--- config.mk ---
export PLATFORM = sky130hd
export DESIGN_NAME = fifo_rd_stream
export DESIGN_NICKNAME = d
export VERILOG_FILES = /design/src/rtl/fifo_rd_stream_pkg.sv /design/src/rtl/fifo_rd_stream.sv
export SDC_FILE = /design/constraint.sdc
export NUM_CORES = 1
export LEC_CHECK = 0
export ABC_AREA = 1
export CAP_MARGIN = 10
export CORE_MARGIN = 4
export CORE_UTILIZATION = 25
export DETAILED_ROUTE_END_ITERATION = 7
export GPL_TIMING_DRIVEN = 0
export HOLD_SLACK_MARGIN = 0.03
export PLACE_DENSITY = 0.44
export SLEW_MARGIN = 20
export SYNTH_ARGS = -nofsm -noshare
export SYNTH_HDL_FRONTEND = slang
export SYNTH_SLANG_ARGS = --single-unit
export TNS_END_PERCENT = 1
--- constraint.sdc ---
create_clock -name clk -period 5.1 [get_ports clk]
set_input_delay 0.765 -clock clk [delete_from_list [all_inputs] [get_ports clk]]
set_output_delay 0.765 -clock clk [all_outputs]
set_load 0.05 [all_outputs]
--- src/rtl/fifo_rd_stream_pkg.sv ---
// Shared constants for the FIFO read-side stream adapter: word width,
// output-buffer occupancy encodings and the dequeue credit rule.
package fifo_rd_stream_pkg;

    localparam int STREAM_DATA_WIDTH = 64;
    localparam int BUF_ENTRIES       = 2;

    // Buffer occupancy doubles as the FSM state.
    localparam logic [1:0] OCC_EMPTY = 2'd0;
    localparam logic [1:0] OCC_ONE   = 2'd1;
    localparam logic [1:0] OCC_TWO   = 2'd2;

    // A new dequeue is allowed only if every word already owned, after this
    // cycle's pop, still leaves a free buffer slot for the new word.
    function automatic logic credit_avail(input logic [1:0] occ,
                                          input logic       inflight,
                                          input logic       pop);
        logic [2:0] owned;
        owned = {1'b0, occ} + {2'b00, inflight} - {2'b00, pop};
        return (owned <= 3'd1);
    endfunction

endpackage

--- src/rtl/fifo_rd_stream.sv ---
// Read-side adapter for sync_fifo: absorbs the FIFO's one-cycle read latency
// with a 2-entry buffer and presents the words as a valid/ready stream.
module fifo_rd_stream
    import fifo_rd_stream_pkg::*;
#(
    parameter int DATA_WIDTH = STREAM_DATA_WIDTH
) (
    input  logic                  clk,
    input  logic                  rst_n,
    input  logic                  fifo_is_empty,
    input  logic [DATA_WIDTH-1:0] fifo_rdata,
    output logic                  fifo_dequeue,
    output logic                  out_valid,
    output logic [DATA_WIDTH-1:0] out_data,
    input  logic                  out_ready,
    input  logic                  flush,
    output logic [1:0]            pending
);

    logic [1:0]            occ_reg;
    logic [1:0]            occ_next;
    logic                  inflight_reg;
    logic                  head_reg;
    logic                  tail_reg;
    logic                  pop;
    logic                  capture;
    logic [DATA_WIDTH-1:0] buf_q [BUF_ENTRIES];

    assign out_valid = (occ_reg != OCC_EMPTY) && !flush;
    assign pop       = out_valid && out_ready;
    assign capture   = inflight_reg && !flush;
    assign out_data  = buf_q[head_reg];
    // Occupancy plus in-flight never exceeds 2, so 2 bits cannot wrap.
    assign pending   = occ_reg + {1'b0, inflight_reg};

    // Gating with rst_n keeps the FIFO untouched while the block is held in reset.
    assign fifo_dequeue = rst_n && !fifo_is_empty && !flush
                          && credit_avail(occ_reg, inflight_reg, pop);

    always_comb begin
        occ_next = occ_reg;
        case (occ_reg)
            OCC_EMPTY: begin
                if (capture) begin
                    occ_next = OCC_ONE;
                end
            end
            OCC_ONE: begin
                if (capture && !pop) begin
                    occ_next = OCC_TWO;
                end else if (!capture && pop) begin
                    occ_next = OCC_EMPTY;
                end
            end
            OCC_TWO: begin
                if (pop && !capture) begin
                    occ_next = OCC_ONE;
                end
            end
            default: begin
                occ_next = OCC_EMPTY;
            end
        endcase
    end

    always_ff @(posedge clk or negedge rst_n) begin
        if (!rst_n) begin
            occ_reg      <= OCC_EMPTY;
            inflight_reg <= 1'b0;
            head_reg     <= 1'b0;
            tail_reg     <= 1'b0;
        end else if (flush) begin
            occ_reg      <= OCC_EMPTY;
            inflight_reg <= 1'b0;
            head_reg     <= 1'b0;
            tail_reg     <= 1'b0;
        end else begin
            occ_reg      <= occ_next;
            inflight_reg <= fifo_dequeue;
            if (pop) begin
                head_reg <= ~head_reg;
            end
            if (capture) begin
                tail_reg <= ~tail_reg;
            end
        end
    end

    // Buffer entries survive flush; only the pointers and occupancy are cleared.
    genvar gi;
    generate
        for (gi = 0; gi < BUF_ENTRIES; gi++) begin : g_entry
            logic [DATA_WIDTH-1:0] entry_reg;

            always_ff @(posedge clk or negedge rst_n) begin
                if (!rst_n) begin
                    entry_reg <= '0;
                end else if (capture && (tail_reg == 1'(gi))) begin
                    entry_reg <= fifo_rdata;
                end
            end

            assign buf_q[gi] = entry_reg;
        end
    endgenerate

endmodule

== Word level (Yosys, flattened, before mapping) ==
Index checks and enable logic that the tools add are counted.
Word-level totals
  register bits after elaboration: 133
  input port bits: 69
  output and inout port bits: 68
  word-level logic and storage cells: 52
Operators by class
  add/sub/neg operators: 3
  magnitude comparators: 2
  equality and inequality tests: 5
  muxes and demuxes: 14
  bitwise gates (word level): 3
  reductions and logical operators: 19
Operators with widths (number)
  64-bit 2-to-1 mux: 3
  1-bit logical AND: 10
  2-bit 2-to-1 mux: 5
  3-bit != test, second input constant: 2
  2-bit case mux with 3 select lines: 1
  2-bit nonzero test: 3
  1-bit 2-to-1 mux: 5
  1-bit zero test: 4
  4-bit != test, second input constant: 1
  2-bit by 1-bit adder with 3-bit output: 1
  3-bit by 1-bit less-or-equal comparator with 1-bit output, second input constant: 1
  3-bit AND reduction: 1
  3-bit by 1-bit subtractor with 3-bit output: 1
  2-bit by 1-bit adder with 2-bit output: 1
  2-bit by 1-bit equality test with 1-bit output, second input constant: 1
  2-bit equality test, second input constant: 1
  2-bit greater-or-equal comparator, second input constant: 1
  2-bit zero test: 1
  1-bit inverter: 2
  1-bit inverter with 2-bit output: 1

== Longest topological paths before layout ==
Gate-level depths: netlist of run 1.
  depth after elaboration: 8
  gate-level depth with buffers: 11
  depth with buffers taken out: 11

== Worst setup path before layout of run 1 ==
Ideal clock, no wire load.
  path kind: in2out
  start point: input flush
  end point: output fifo_dequeue
  data arrival time: 4.212 ns
  path slack: 0.123 ns
  stages: 10
  path through: nor2_1 > nand2_1 > inv_1 > ha_1 > inv_1 > ha_1 > inv_1 > fa_1 > nand2_1 > nor4_1
Between the ends
  word-level cells in the longest chain between the ends: 6
  elaborated cells between the ends (all ways): 7
  classes of those cells: add/sub (1); order compare (1); reduce/logical (5)
Ends and longest elaborated chain
  start, declared: RTL line fifo_rd_stream.sv:16  | input logic flush,
  1-bit zero test *: RTL line fifo_rd_stream.sv:29, fifo_rd_stream.sv:37
  1-bit logical AND: RTL line fifo_rd_stream.sv:29  | assign out_valid = (occ_reg != OCC_EMPTY) && !flush;
  1-bit logical AND: RTL line fifo_rd_stream.sv:30  | assign pop = out_valid && out_ready;
  3-bit by 1-bit subtractor with 3-bit output: RTL line fifo_rd_stream_pkg.sv:19  | owned = {1'b0, occ} + {2'b00, inflight} - {2'b00, pop};
  3-bit by 1-bit less-or-equal comparator with 1-bit output: RTL line fifo_rd_stream_pkg.sv:20  | return (owned <= 3'd1);
  1-bit logical AND *: RTL line fifo_rd_stream.sv:38  | && credit_avail(occ_reg, inflight_reg, pop);
  end, declared: RTL line fifo_rd_stream.sv:12  | output logic fifo_dequeue,
Every way passes the cells marked *; elsewhere a longest branch is shown, timed or not.

== Final worst setup path of run 1 ==
Ends and elaborated chain as after synthesis.

==> results.ini, run 1 <==
[run_status]
status=finished, final reports clean

[cts]
path_clk_slew_ps=60
cts.sinks=133
htree_levels=4
cts_setup_buffers=0
cts-buffers-inserted=17
cts_root_buffer=clkbuf_16
clock_path_buffers=2
insertion_delay_ps=410
hold_buffers=0
post_cts_resized=0
cts_tree=built

[cells_and_area]
antennaDiodeCount=0
n_fill_cell=2458
nNetsFinal=821
drive_gt1_frac=0.2247
largest_register_ff_count=128
area_delta_synth_final_pct=40.24

[global_route]
grt_pass1_wl_mm=26.60
grt_max_degree=71
antenna_found_initial=0
grt_pass1_vias=5055
track_usage=0.1252
grt_overflow=0

[logic_synthesis]
ys_seq_area_frac=0.5416
yosys_register_bits=133
synth_nets=665
ys_types=25
synth_area_per_cell_sq_um=10.38
async_flop_share=1.000
synth_area_sq_mm=0.006145
netlist_instances=592
synth_flop_cell=dfrtp_1
yosysWarnings=0
synth_edf_count=0

[placed_design]
port_buffers=136
pre_cts_ws_ps=531.6
gp_congestion=0.7540
hpwl_mm=11.39

[sta]
finalCriticalPeriod_ps=4552
fin_ws_ps=548.2
fin_crit_sh=0.8925
final_hold_viol_count=0
setup_viol_count_final=0
max_freq_mhz=219.7
hold_slack_ps=298.5
rsz0062_at_grt=false
tightest_slew_ps=594.9
relSlewSlack=0.6022
clock_skew_ps=11.16
drv_slew=0

[floorplan]
num_io_pins=137
fp.dieH_microns=164.8
core_area_sq_mm=0.02425
die_area_sq_mm=0.02715
rows=57
die_w_microns=164.8
initial_core_util=0.2534

[setup_path]
critPathKind=input pin to output port
critPathLaunchType=input pin
crit_path_max_fanout=6
rrSetupSlack_ps=2770
worstPathArrival_ps=3790
worstPathRequired_ps=4340
worst_setup_path_end_kind=output port

[power_and_ir_drop]
vdd.ir_drop.worst_uv=230.4
power.leakage_nw=4.058
power.density_mw_per_mm2=594.2

[drt]
top_layer=met4
drtAntennaViolNets=0
drt-pass1-iter-count=4
routed-wl-met2_mm=7.672
wl_per_cell_microns=15.06
routed-wl-met3_microns=601
drt_iter0_drc=207
routed_wl_mm=16.34
viasPerCell=4.229
via_count=4588
met1_length_mm=7.924
drc_errors=0

[flow_run]
drv.max_cap_violation_count=0

[worst_hold_path]
min_path_type=input pin to asynchronous set/reset pin

cells in the final DEF (no fill, tap or decap), types with 3 or more instances in the layout:
master | netlist | layout
o21ai_1 | 82 | 82
nor2_1 | 4 | 4
nand2_1 | 136 | 136
buf_2 | 4 | 4
bufinv_16 | 0 | 6
clkinv_4 | 0 | 3
clkbuf_16 | 0 | 17
ha_1 | 3 | 3
clkdlybuf4s50_1 | 0 | 135
mux2_2 | 64 | 64
buf_4 | 4 | 4
inv_1 | 71 | 71
buf_6 | 24 | 24
o21ai_0 | 14 | 14
clkbuf_1 | 1 | 3
o21ai_2 | 36 | 36
dfrtp_1 | 133 | 133
power breakdown:
part | switching [mW] | internal, mW | leakage, nW
Clock | 0.470 | 0.932 | 0.320
Sequential | 0.158 | 1.37 | 1.75
Combinational | 1.36 | 0.839 | 1.99
Total | 1.98 | 3.14 | 4.06
worst max-delay path: stages:
cell	delay, ps
clkdlybuf4s50_1	500
nor2_1	200
nand2_1	120
inv_1	80
ha_1	220
inv_1	60
ha_1	130
inv_1	50
fa_1	470
nand2_1	70
nor4_1	260
clkdlybuf4s50_1	860
path summary, 6_finish.rpt:
path | start | end | cells after the start
hold reg to reg | g_entry[1].entry_reg[62] | g_entry[1].entry_reg[62] | 2
setup / recovery | flush | fifo_dequeue | 12
min in group clk | g_entry[1].entry_reg[62] | g_entry[1].entry_reg[62] | 2
setup reg to reg | occ_reg[1] | inflight_reg | 11
max in group asynchronous | rst_n | g_entry[1].entry_reg[26] | 2
hold / removal | rst_n | g_entry[1].entry_reg[4] | 1
metal layers:
metal / vias up / track usage
met3: 9 / 0.02970
met4: 0 / 0.03554
met5: - / 0
li1: 2240 / -
met1: 2244 / 0.1700
met2: 95 / 0.2001
through the flow:
| stage | cell area [sq um] | utilization | TNS [ps] | power [mW] | cells |
|---|---|---|---|---|---|
| detailed placement | 7944 | 0.3276 | 0 | 3.759 | 1053 |
| global placement | 7911 | 0.3263 | -288300 | 3.727 | 1052 |
| CTS | 8617 | 0.3554 | 0 | 5.195 | 1085 |
| global route | 8617 | 0.3554 | 0 | 5.393 | 1085 |
| finish | 8617 | 0.3554 | 0 | 5.120 | 1085 |
| floorplan | 6145 | - | 0 | 3.052 | 592 |
cell usage after synthesis, types with 2 or more instances:
master   instances  area, sq um
ha_1             3        37.54
nor2_1           4        15.01
dfrtp_1        133         3328
xor2_1           2        17.52
buf_6           24        270.3
buf_4            4        30.03
o21ai_2         36        315.3
nand2_1        136        510.5
nand2_4          2        22.52
buf_2            4        20.02
o21ai_1         82        410.4
inv_1           71        266.5
nor4_1           2        12.51
inv_2            2        7.510
o21ai_0         14        70.07
mux2_2          64        720.7
kinds of logic (layout without fill, tap and decap cells):
family	count (synthesis)	after routing	synth area share
multiplexers	64	64	0.1173
AO/OA/AOI/OAI	133	133	0.1307
adder cells (fa/ha/maj)	4	4	0.009368
flip-flops	133	133	0.5416
AND/OR/NAND/NOR	148	148	0.09509
XOR/XNOR	2	2	0.002851
buffers and inverters	108	277	0.1030
layout make-up:
type                            instances  area [sq um]  share of cell area
Clock buffer                           20         446.7             0.05184
Buffer                                 35         359.1             0.04167
Multi-Input combinational cell        351          2183              0.2534
Timing Repair Buffer                  137          1394              0.1618
Tap cell                              324         405.4             0.04705
Clock inverter                         12         226.5             0.02628
Inverter                               73         274.0             0.03180
Sequential cell                       133          3328              0.3862
(Power assumes the default switching activity.)
==> inputs of run 2 (changes only) <==
CORE_UTILIZATION = 31   (was 25)
PLACE_DENSITY = 0.53   (was 0.44)
==> results.ini, run 2 (synthesis gave the netlist of run 1 again) <==
[setup_path]
critPathLaunch=flush  ; unchanged
critPathKind=input pin to output port  ; unchanged
worstPathArrival_ps=3810  ; was 3790 ps
rrSetupSlack_ps=2800  ; was 2770 ps
worstPathRequired_ps=4340  ; about the same
slowest_stage=clkdlybuf4s50_1  ; unchanged
worst_setup_path_end_kind=output port  ; unchanged
cp_cell_sequence=clkdlybuf4s50_1 > nor2_1 > nand2_1 > inv_1 > ha_1 > inv_1 > ha_1 > inv_1 > fa_1 > nand2_1 > nor4_1 > clkdlybuf4s50_1  ; unchanged
worst_r2r_path_depth=11  ; unchanged
r2r-start=occ_reg[1]  ; unchanged
critPathLaunchType=input pin  ; unchanged
crit_path_max_fanout=6  ; unchanged
cpPeakStageDelay_ps=860  ; about the same
regToRegEndpoint=inflight_reg  ; unchanged
setup.worst_path.end=fifo_dequeue  ; unchanged
cp_common_cell=inv_1  ; unchanged

[drt]
drtAntennaViolNets=0  ; unchanged
via_count=4566  ; was 4588
drt-pass1-iter-count=6  ; was 4
viasPerCell=4.450  ; was 4.229
drc_errors=0  ; unchanged
routed_wl_mm=15.63  ; was 16.34 mm
drt_iter0_drc=167  ; was 207
wl_per_cell_microns=15.23  ; was 15.06 microns

[floorplan]
die_w_microns=148.8  ; was 164.8 microns
fp.dieH_microns=148.8  ; was 164.8 microns
num_io_pins=137  ; unchanged
die_area_sq_mm=0.02214  ; was 0.02715 sq mm
core_area_sq_mm=0.01946  ; was 0.02425 sq mm
rows=51  ; was 57
initial_core_util=0.3157  ; was 0.2534

[global_route]
track_usage=0.1469  ; was 0.1252
grt_max_degree=81  ; was 71
grt_pass1_wl_mm=25.70  ; was 26.60 mm
antenna_found_initial=0  ; unchanged
grt_pass1_vias=4957  ; was 5055
grt_overflow=0  ; unchanged

[cells_and_area]
nNetsFinal=821  ; unchanged
mostFrequentLayoutCell=nand2_1  ; unchanged
largest_register_ff_count=128  ; unchanged
seq_area_sq_mm=0.003328  ; unchanged
stdcell_area_sq_mm=0.008558  ; was 0.008617 sq mm
mostFrequentLayoutCells=nand2_1, clkdlybuf4s50_1, dfrtp_1  ; unchanged
n_fill_cell=1849  ; was 2458
antennaDiodeCount=0  ; unchanged
drive_gt1_frac=0.2260  ; was 0.2247
multi_input_area_sq_mm=0.002183  ; unchanged
area_delta_synth_final_pct=39.28  ; was 40.24%

[placed_design]
port_buffers=136  ; unchanged
gp_congestion=0.7680  ; was 0.7540
place_area_sq_mm=0.007870  ; was 0.007944 sq mm
pre_cts_ws_ps=535.8  ; was 531.6 ps
hpwl_mm=10.87  ; was 11.39 mm

[run_status]
status=finished, final reports clean  ; unchanged

[cts]
post_cts_resized=0  ; unchanged
insertion_delay_ps=410  ; about the same
path_clk_slew_ps=50  ; was 60 ps
clock_path_buffers=2  ; unchanged
hold_buffers=0  ; unchanged
cts_setup_buffers=0  ; unchanged
cts.sinks=133  ; unchanged
cts_root_buffer=clkbuf_16  ; unchanged
cts-buffers-inserted=17  ; unchanged
htree_levels=4  ; unchanged
cts_tree=built  ; unchanged

[worst_hold_path]
min_path_type=input pin to asynchronous set/reset pin  ; unchanged

[power_and_ir_drop]
power.leakage_nw=4.073  ; was 4.058 nW
power.density_mw_per_mm2=598.4  ; was 594.2 mW/mm^2
vdd.ir_drop.worst_uv=323.8  ; was 230.4 uV

[sta]
finalCriticalPeriod_ps=4579  ; was 4552 ps
fin_ws_ps=521.3  ; was 548.2 ps
clock_skew_ps=4.949  ; was 11.16 ps
relSlewSlack=0.6249  ; was 0.6022
rsz0062_at_grt=false  ; unchanged
final_hold_viol_count=0  ; unchanged
fin_crit_sh=0.8978  ; was 0.8925
drv_slew=0  ; unchanged
setup_viol_count_final=0  ; unchanged
tightest_slew_ps=560.8  ; was 594.9 ps
max_freq_mhz=218.4  ; was 219.7 MHz

[flow_run]
drv.max_cap_violation_count=0  ; unchanged

-- run 2: changes by cell type in the layout (fill, tap and decap cells not counted) --
| cell | before | now |
|---|---|---|
| clkinvlp_4 | 2 | 1 |
| bufinv_16 | 6 | 5 |
| clkbuf_1 | 3 | 2 |
| clkbuf_8 | 1 | 7 |
| clkinv_4 | 3 | 0 |
-- run 2: area by class of cell --
cell class                      instances  share of cell area
Buffer                                 35             0.04196
Inverter                               73             0.03202
Tap cell                              265             0.03874
Multi-Input combinational cell        351              0.2551
Sequential cell                       133              0.3889
Timing Repair Buffer                  137              0.1629
Clock inverter                          7             0.01901
Clock buffer                           25             0.06140
-- run 2: how the worst min path moves through the flow --
| stage | endpoint | cells after the start | slack, ps | startpoint |
|---|---|---|---|---|
| finish | g_entry[1].entry_reg[45] | 1 | 270 | rst_n |
| global route | g_entry[1].entry_reg[44] | 1 | 280 | rst_n |
| CTS | g_entry[0].entry_reg[45] | 1 | 260 | rst_n |
| detailed placement | g_entry[0].entry_reg[54] | 2 | 470 | g_entry[0].entry_reg[54] |
| global placement | g_entry[1].entry_reg[56] | 2 | 460 | g_entry[1].entry_reg[56] |
| floorplan | g_entry[0].entry_reg[15] | 2 | 450 | g_entry[0].entry_reg[15] |
-- run 2: critical path: cells and delay by family --
| kind | cells | cell delay, ps |
|---|---|---|
| adder cells (fa/ha/maj) | 3 | 880 |
| buffers and inverters | 5 | 1620 |
| AND/OR/NAND/NOR | 4 | 550 |
-- run 2: power by group --
group	switching [mW]	internal (mW)
Sequential	0.160	1.37
Clock	0.438	0.959
Combinational	1.36	0.839
Total	1.96	3.16
-- run 2: per-stage QoR --
step                utilization  instances  TNS [ps]  total power [mW]  hold slack, ps
global route             0.4397       1026         0             5.379           281.5
CTS                      0.4397       1026         0             5.184           263.1
finish                   0.4397       1026         0             5.121           269.5
detailed placement       0.4044        994         0             3.753           468.4
floorplan                     -        592         0             3.052           449.2
global placement         0.4027        993   -258280             3.713           459.7
-- run 2: layer usage --
| layer | vias to the layer above | track usage | wire, microns |
|---|---|---|---|
| met1 | 2206 | 0.1962 | 7171 |
| met4 | 0 | 0.04211 | 178 |
| met5 | - | 0 | 0 |
| li1 | 2231 | - | - |
| met3 | 16 | 0.04406 | 855 |
| met2 | 113 | 0.2332 | 7422 |
